===== src/rtl/score_display_pkg.sv =====
// Shared definitions for the score display: FSM states, segment patterns and
// the double-dabble iteration step.
package score_display_pkg;

  typedef enum logic [1:0] {
    IDLE   = 2'd0,
    SHIFT  = 2'd1,
    COMMIT = 2'd2
  } state_t;

  // Segment patterns, bit order {g,f,e,d,c,b,a}, active-high
  localparam logic [6:0] SEG_0     = 7'h3F;
  localparam logic [6:0] SEG_1     = 7'h06;
  localparam logic [6:0] SEG_2     = 7'h5B;
  localparam logic [6:0] SEG_3     = 7'h4F;
  localparam logic [6:0] SEG_4     = 7'h66;
  localparam logic [6:0] SEG_5     = 7'h6D;
  localparam logic [6:0] SEG_6     = 7'h7D;
  localparam logic [6:0] SEG_7     = 7'h07;
  localparam logic [6:0] SEG_8     = 7'h7F;
  localparam logic [6:0] SEG_9     = 7'h6F;
  localparam logic [6:0] SEG_BLANK = 7'h00;

  localparam logic [6:0] SCORE_MAX = 7'd99;

  // One iteration on {tens, ones, bin}: add 3 to any nibble >= 5, then shift left
  function automatic logic [14:0] dd_step(input logic [14:0] v);
    logic [3:0] tens;
    logic [3:0] ones;
    tens = v[14:11];
    ones = v[10:7];
    if (tens >= 4'd5) tens = tens + 4'd3;
    if (ones >= 4'd5) ones = ones + 4'd3;
    return {tens[2:0], ones, v[6:0], 1'b0};
  endfunction

endpackage


===== src/rtl/score_display_seg7_decode.sv =====
// Combinational BCD nibble to 7-segment decoder; codes above 9 decode as blank.
module seg7_decode
  import score_display_pkg::*;
(
  input  logic [3:0] i_nibble,
  output logic [6:0] o_seg
);

  always_comb begin
    o_seg = SEG_BLANK;
    case (i_nibble)
      4'd0:    o_seg = SEG_0;
      4'd1:    o_seg = SEG_1;
      4'd2:    o_seg = SEG_2;
      4'd3:    o_seg = SEG_3;
      4'd4:    o_seg = SEG_4;
      4'd5:    o_seg = SEG_5;
      4'd6:    o_seg = SEG_6;
      4'd7:    o_seg = SEG_7;
      4'd8:    o_seg = SEG_8;
      4'd9:    o_seg = SEG_9;
      default: o_seg = SEG_BLANK;
    endcase
  end

endmodule


===== src/rtl/score_display.sv =====
// Two-digit multiplexed 7-segment score display with a sequential
// double-dabble converter that commits both digits atomically.
module score_display
  import score_display_pkg::*;
#(
  parameter int unsigned REFRESH_DIV    = 1000,
  parameter bit          BLANK_LZ       = 1'b1,
  parameter bit          SEG_ACTIVE_LOW = 1'b0
) (
  input  logic       clk_i,
  input  logic       rst_i,
  input  logic [6:0] cnt_val_i,
  output logic [6:0] seg_o,
  output logic [1:0] dig_sel_o,
  output logic       busy_o
);

  localparam logic [15:0] REF_LAST = 16'(REFRESH_DIV - 1);

  state_t      r_state;
  state_t      w_state_nxt;
  logic [6:0]  r_cap;
  logic [6:0]  w_sat;
  logic [14:0] r_shift;
  logic [2:0]  r_it;
  logic [3:0]  r_disp_tens;
  logic [3:0]  r_disp_ones;
  logic [3:0]  w_tens_nxt;
  logic [3:0]  w_ones_nxt;
  logic [3:0]  w_nibble;
  logic [15:0] r_ref;
  logic        r_sel;
  logic        w_sel_nxt;
  logic        w_wrap;
  logic        w_capture;
  logic        w_commit;
  logic [6:0]  w_dec;
  logic [6:0]  w_seg_nxt;
  logic [6:0]  r_seg;
  logic [1:0]  r_dig;

  // Comparing the saturated value keeps an out-of-range input from retriggering forever
  assign w_sat = (cnt_val_i > SCORE_MAX) ? SCORE_MAX : cnt_val_i;

  always_ff @(posedge clk_i) begin
    if (rst_i) r_state <= IDLE;
    else       r_state <= w_state_nxt;
  end

  always_comb begin
    w_state_nxt = r_state;
    w_capture   = 1'b0;
    w_commit    = 1'b0;
    case (r_state)
      IDLE: begin
        if (w_sat != r_cap) begin
          w_capture   = 1'b1;
          w_state_nxt = SHIFT;
        end
      end
      SHIFT: begin
        if (r_it == 3'd6) w_state_nxt = COMMIT;
      end
      COMMIT: begin
        w_commit    = 1'b1;
        w_state_nxt = IDLE;
      end
      default: w_state_nxt = IDLE;
    endcase
  end

  always_ff @(posedge clk_i) begin
    if (rst_i) begin
      r_cap   <= 7'd0;
      r_shift <= 15'd0;
      r_it    <= 3'd0;
    end else if (w_capture) begin
      r_cap   <= w_sat;
      r_shift <= {8'd0, w_sat};
      r_it    <= 3'd0;
    end else if (r_state == SHIFT) begin
      r_shift <= dd_step(r_shift);
      r_it    <= r_it + 3'd1;
    end
  end

  assign w_tens_nxt = w_commit ? r_shift[14:11] : r_disp_tens;
  assign w_ones_nxt = w_commit ? r_shift[10:7]  : r_disp_ones;

  always_ff @(posedge clk_i) begin
    if (rst_i) begin
      r_disp_tens <= 4'd0;
      r_disp_ones <= 4'd0;
    end else begin
      r_disp_tens <= w_tens_nxt;
      r_disp_ones <= w_ones_nxt;
    end
  end

  assign w_wrap    = (r_ref == REF_LAST);
  assign w_sel_nxt = r_sel ^ w_wrap;

  always_ff @(posedge clk_i) begin
    if (rst_i) begin
      r_ref <= 16'd0;
      r_sel <= 1'b0;
    end else begin
      r_ref <= w_wrap ? 16'd0 : r_ref + 16'd1;
      r_sel <= w_sel_nxt;
    end
  end

  // Decode from next-cycle digit and select so a commit or digit switch lands on one edge
  assign w_nibble = w_sel_nxt ? w_tens_nxt : w_ones_nxt;

  seg7_decode u_decode (
    .i_nibble (w_nibble),
    .o_seg    (w_dec)
  );

  assign w_seg_nxt = (BLANK_LZ && w_sel_nxt && (w_tens_nxt == 4'd0)) ? SEG_BLANK : w_dec;

  always_ff @(posedge clk_i) begin
    if (rst_i) begin
      r_seg <= SEG_0;
      r_dig <= 2'b01;
    end else begin
      r_seg <= w_seg_nxt;
      r_dig <= w_sel_nxt ? 2'b10 : 2'b01;
    end
  end

  assign seg_o     = SEG_ACTIVE_LOW ? ~r_seg : r_seg;
  assign dig_sel_o = SEG_ACTIVE_LOW ? ~r_dig : r_dig;
  assign busy_o    = (r_state != IDLE);

endmodule

===== config.mk =====
export PLATFORM = sky130hd
export DESIGN_NAME = score_display
export DESIGN_NICKNAME = d
export VERILOG_FILES = /design/src/rtl/score_display_pkg.sv /design/src/rtl/score_display_seg7_decode.sv /design/src/rtl/score_display.sv
export SDC_FILE = /design/constraint.sdc
export NUM_CORES = 1
export LEC_CHECK = 0
export BUFFER_PORTS_ARGS = -buffer_cell sky130_fd_sc_hd__buf_2
export CORE_UTILIZATION = 58
export DETAILED_ROUTE_END_ITERATION = 8
export MAX_ROUTING_LAYER = met4
export PLACE_DENSITY = 0.89
export SETUP_SLACK_MARGIN = 0.02
export SYNTH_ARGS = -nofsm -noshare
export SYNTH_HDL_FRONTEND = slang
export SYNTH_SLANG_ARGS = --single-unit

===== constraint.sdc =====
create_clock -name clk_i -period 3.24 [get_ports clk_i]
set_clock_uncertainty 0.1 [all_clocks]
set_input_delay 0.324 -clock clk_i [delete_from_list [all_inputs] [get_ports clk_i]]
set_output_delay 0.324 -clock clk_i [all_outputs]
set_load 0.005 [all_outputs]

[After elaboration in Yosys (flattened, before gate mapping)]
Memory sizes are Yosys's and may differ from the RTL's.
Cells that the tools add are included.
Storage, ports and cells
  register bits: 61
  memories kept: 1
  bits in writable memories: 0
  output and inout port bits: 10
  memory bits (read-only): 112
  latch bits: 0
Memories
  (name not given): depth 16, bits a word 7, read ports 1, clocked after memory_dff 0, wr ports 0, RTL line score_display_seg7_decode.sv:11  | case (i_nibble)
Operators by class
  $mul: 0
  bitwise gates (word level): 1
  shift-type cells: 0
  eq/ne operators: 7
  $lt $le $gt $ge: 3
  reduce and logical (&&, ||, !) cells: 9
  add/sub/neg operators: 4
  div/mod/pow operators: 0
  multiplexer cells: 16
Operators with widths (number)
  $mux W7: 3
  $add A16 B1 Y16 const B: 1
  $eq A16 B10 Y1 const B: 1
  $mux W4: 4
  $ge A4 B3 Y1 const B: 2
  $gt A7 B7 Y1 const B: 1
  $ne A7 B7 Y1: 1
  $mux W2: 3
  $mux W6: 1
  $reduce_or A2 Y1: 3
  $add A4 B2 Y4 const B: 1
  $logic_not A4 Y1: 1
  $ne A2 B2 Y1 const B: 2
  $pmux W2 S2: 1
  $reduce_bool A2 Y1: 2
  $add A3 B1 Y3 const B: 1
  $add A3 B2 Y3 const B: 1
  $eq A3 B3 Y1 const B: 1
  $mux W1: 3
  $mux W3: 1
  $eq A2 B1 Y1 const B: 1
  $eq A2 B2 Y1 const B: 1
  $logic_not A2 Y1: 1
  $reduce_and A2 Y1: 1
  2 further kinds: 2

[Logic depth before layout (Yosys ltp)]
  depth after elaboration: 6
  gate-level depth with buffers: 10
  mapped depth without buffers: 10

[By module]
Synthesis repeated with hierarchy kept, for this count alone.
Unflattened totals
  cell total of the unflattened synthesis: 330
  area total of the unflattened synthesis: 2835.2 um2
Modules (own cells, without submodules)
  score_display: area each 2633.8 um2, cells each 304, times used 1
  seg7_decode: area each 201.4 um2, cells each 26, times used 1

[Least setup slack after synthesis]
OpenSTA, ideal clock, no wires.
  path kind: register to register
  from: register r_ref[0]
  to: register r_seg[4] (netlist: seg_o[4])
  path slack: 0.564 ns
  arrival time: 2.506 ns
  setup time: 0.070 ns
  cell stages (with the launch flop): 11
  buffers on the path: 0
  path through: dfxtp_1 ha_1 nor3b_1 and4_4 xnor2_4 mux4_1 inv_1 ha_1 inv_1 o2bb2a_1 o21bai_1
Between the ends
  cells in the longest elaborated chain, start to end: 5
  elaborated cells on any way between the ends: 6
  classes of those cells: eq/ne (1); mux (2); bitwise (1); reduce/logical (1); memory (1)
Ends and longest elaborated chain
  start, declared: RTL line score_display.sv:31  | logic [15:0] r_ref;
  start signal, assigned: RTL line score_display.sv:108  | r_ref <= w_wrap ? 16'd0 : r_ref + 16'd1;
  $eq A16 B10 Y1 (*): RTL line score_display.sv:100  | assign w_wrap = (r_ref == REF_LAST);
  $xor A1 B1 Y1 (*): RTL line score_display.sv:101  | assign w_sel_nxt = r_sel ^ w_wrap;
  $mux W4: RTL line score_display.sv:114  | assign w_nibble = w_sel_nxt ? w_tens_nxt : w_ones_nxt;
  $mem_v2 Z16 W7
  $mux W6 (*): RTL line score_display.sv:121  | assign w_seg_nxt = (BLANK_LZ && w_sel_nxt && (w_tens_nxt == 4'd0)) ? SEG_BLANK : w_dec;
  end signal, assigned: RTL line score_display.sv:128  | r_seg <= w_seg_nxt;
  end, declared: RTL line score_display.sv:39  | logic [6:0] r_seg;
Every way passes the cells marked *; elsewhere a longest branch is shown, timed or not.
A chain may end at the register's enable or synchronous reset.

[Final worst setup path]
Ends and elaborated chain as after synthesis.

==> run metrics <==
run status completed; Least-Margin Pin Slew 0.639 ns; cell with the most instances after synthesis dfxtp_1; Worst VDD drop 314 uV; Synth Warn # 0; Reg2Reg Setup Slack 0.37 ns; H-tree levels 3; initial antenna violation count 0; total die area 0.00542 mm^2; clk sinks 60; gpl congestion 0.862; total power draw 1.61 mW; number of synthesized register bits 60; post-synth top area share 0.404; I/O Buffers 18; cells on worst reg2reg path 10; worst min-delay path class primary input to flip-flop; first-pass GRT wire length 9.67 mm; total CTS buffers 9; post-CTS resize count 0; Power Density 487 mW/mm^2; critical path cell sequence ha_1, nor3b_1, and4_4, xnor2_4, mux4_1, inv_1, ha_1, inv_1, o2bb2a_1, o21bai_1; # IOs 19; hold endpoint r_cap[6]; Layout Nets 388; RSZ-0062 raised after global routing no; list of most frequent post-synthesis cells 60 x dfxtp_1, 52 x nand2_1, 38 x nor2_1; setup bufs post-CTS 0; Post-CTS Hold Buffers 0; DR pass1 iterations 4; CP Launch Type flip-flop; EDFF count, synth 0; Slowest-stage cell, CP mux4_1; max frequency 348 MHz; CTS tree yes; clk slew on worst S/H paths 0.07 ns; CTS root buf clkbuf_8; ys flop type dfxtp_1; max incr delay on CP 0.67 ns; worst r2r dst seg_o[4]; Hold Startpoint cnt_val_i[6]; register area share after synthesis 0.404; worst path arrival time 3.05 ns; Routed Antenna Nets 0; P&R area growth vs syn 11.3%; Mapped Cells 352; Max Cap Viol 0; Distinct cells, synth 47; total grt overflow 0; vias per cell 5.63; setup TNS 0 ns; final period utilization 0.886; Fin. Hold Viols 0; CP max FO 8; Crit path buffers/inverters 2; P_leak 1.25 nW; final WL 5.77 mm; die height 73.6 um; syn avg cell area 8.45 um^2; clock insertion delay at the later pin of the skew report 0.34 ns; vias in the first global route 2285; Crit Path Class flip-flop to flip-flop; hold depth 3; Synth area leader dfxtp_1; Synth area leaders dfxtp_1 40%, nand2_1 6.6%, a21oi_1 5.6%, ha_1 5.1%, nor2_1 4.8%; Die X 73.6 um; layout cell share with drive strength beyond 1 0.129; nature of the critical path endpoint flip-flop; Core Box Area 0.00482 mm^2; ant diodes 0; Initial Util 0.617; Fillers 384; Max transition margin 0.573; Initial DRC Count 185; reg2reg start r_ref[0]; DR vias 2468; Max clock buf depth 2; max-slew violations 0; synthesized area 0.00297 mm^2; Tmin final 2.87 ns; Net Count, Synth 373; all-layer global routing usage 0.241; asr flop ratio synth 0; DRC violations left 0; DP HPWL 3.92 mm; Worst EP required 3.42 ns; critical path's top delay family multiplexers; Wirelength per Cell 13.2 um; final setup vio count 0; site row count 25; largest net degree at the start of global routing 35
==> flip-flops by register name (all words and copies together) (netlist names) <==
name         cells
seg_o            7
r_sel            1
r_disp_ones      4
dig_sel_o        1
r_disp_tens      4
r_state          2
r_it             3
r_cap            7
r_shift         15
r_ref           16
==> kinds of logic (layout without fill, tap and decap cells) <==
logic type               count (synthesis)  count (layout)  share of synthesized area
XOR/XNOR                                20              20                     0.0652
flip-flops                              60              60                      0.404
multiplexers                            13              13                     0.0724
AO/OA/AOI/OAI                           66              66                      0.132
adder cells (fa/ha/maj)                 12              12                     0.0505
AND/OR/NAND/NOR                        143             143                      0.224
buffers and inverters                   38              57                     0.0518
==> worst register-to-register path, stage by stage (launching register included) <==
cell and delay [ns]:
dfxtp_1 0.37, ha_1 0.23, nor3b_1 0.20, and4_4 0.28, xnor2_4 0.19, mux4_1 0.67, inv_1 0.14, ha_1 0.19
inv_1 0.06, o2bb2a_1 0.27, o21bai_1 0.11
==> power by group <==
group / leakage, nW / total (mW) / internal, mW / switching [mW]
combinational: 0.649 / 0.106 / 0.0399 / 0.0657
sequential: 0.488 / 0.774 / 0.758 / 0.0166
clock: 0.109 / 0.731 / 0.450 / 0.281
total: 1.25 / 1.61 / 1.25 / 0.364
==> layer usage <==
layer,vias to the layer above,track usage,routed length [um]
met1,1149,0.283,2630
met4,0,0.122,123
met5,-,-,0
li1,1234,-,-
met3,12,0.0480,281
met2,73,0.392,2730
==> worst max path at each step <==
stage                  start       end  slack (ns)  depth (start not counted)
floorplan           r_ref[0]  seg_o[4]        0.56                         10
global placement    r_ref[0]  seg_o[4]        0.48                         10
detailed placement  r_ref[0]  seg_o[4]        0.39                         10
CTS                 r_ref[0]  seg_o[4]        0.37                         10
finish              r_ref[0]  seg_o[4]        0.37                         10
global route        r_ref[0]  seg_o[4]        0.23                         10
==> layout make-up <==
cell class	count	area, um^2	share of cell area
clock inverter	4	73.8	0.0223
timing repair buffer	21	113	0.0340
inverter	21	78.8	0.0238
sequential	60	1200	0.363
clock buffer	11	141	0.0427
tap	67	83.8	0.0253
multi-input combinational	254	1620	0.489
==> per-stage QoR <==
stage / setup WS [ns] / utilization / std cells / cell area [um^2] / hold WS, ns
2_1_floorplan: 0.564 / - / 352 / 2970 / 0.330
3_3_place_gp: 0.479 / 0.642 / 423 / 3090 / 0.344
3_5_place_dp: 0.394 / 0.642 / 423 / 3090 / 0.351
4_1_cts: 0.367 / 0.687 / 438 / 3310 / 0.198
5_1_grt: 0.228 / 0.687 / 438 / 3310 / 0.204
6_report: 0.369 / 0.687 / 438 / 3310 / 0.205
==> cell usage in the layout (no fill, tap or decap), types with 3 or more instances in the layout <==
cell	count
buf_4	3
buf_2	18
clkbuf_8	10
and3_1	3
xor2_1	11
o31ai_1	3
nand3_1	17
inv_1	21
or2_2	3
dfxtp_1	60
a31oi_1	6
o21ai_0	9
mux2i_1	5
nor2b_1	3
mux4_2	4
nand2b_1	6
a21oi_1	33
nand2_1	52
ha_1	12
nor2_1	38
a211oi_1	3
nor3_1	7
nand4_1	4
xnor2_1	8
(Power assumes the default switching activity.)
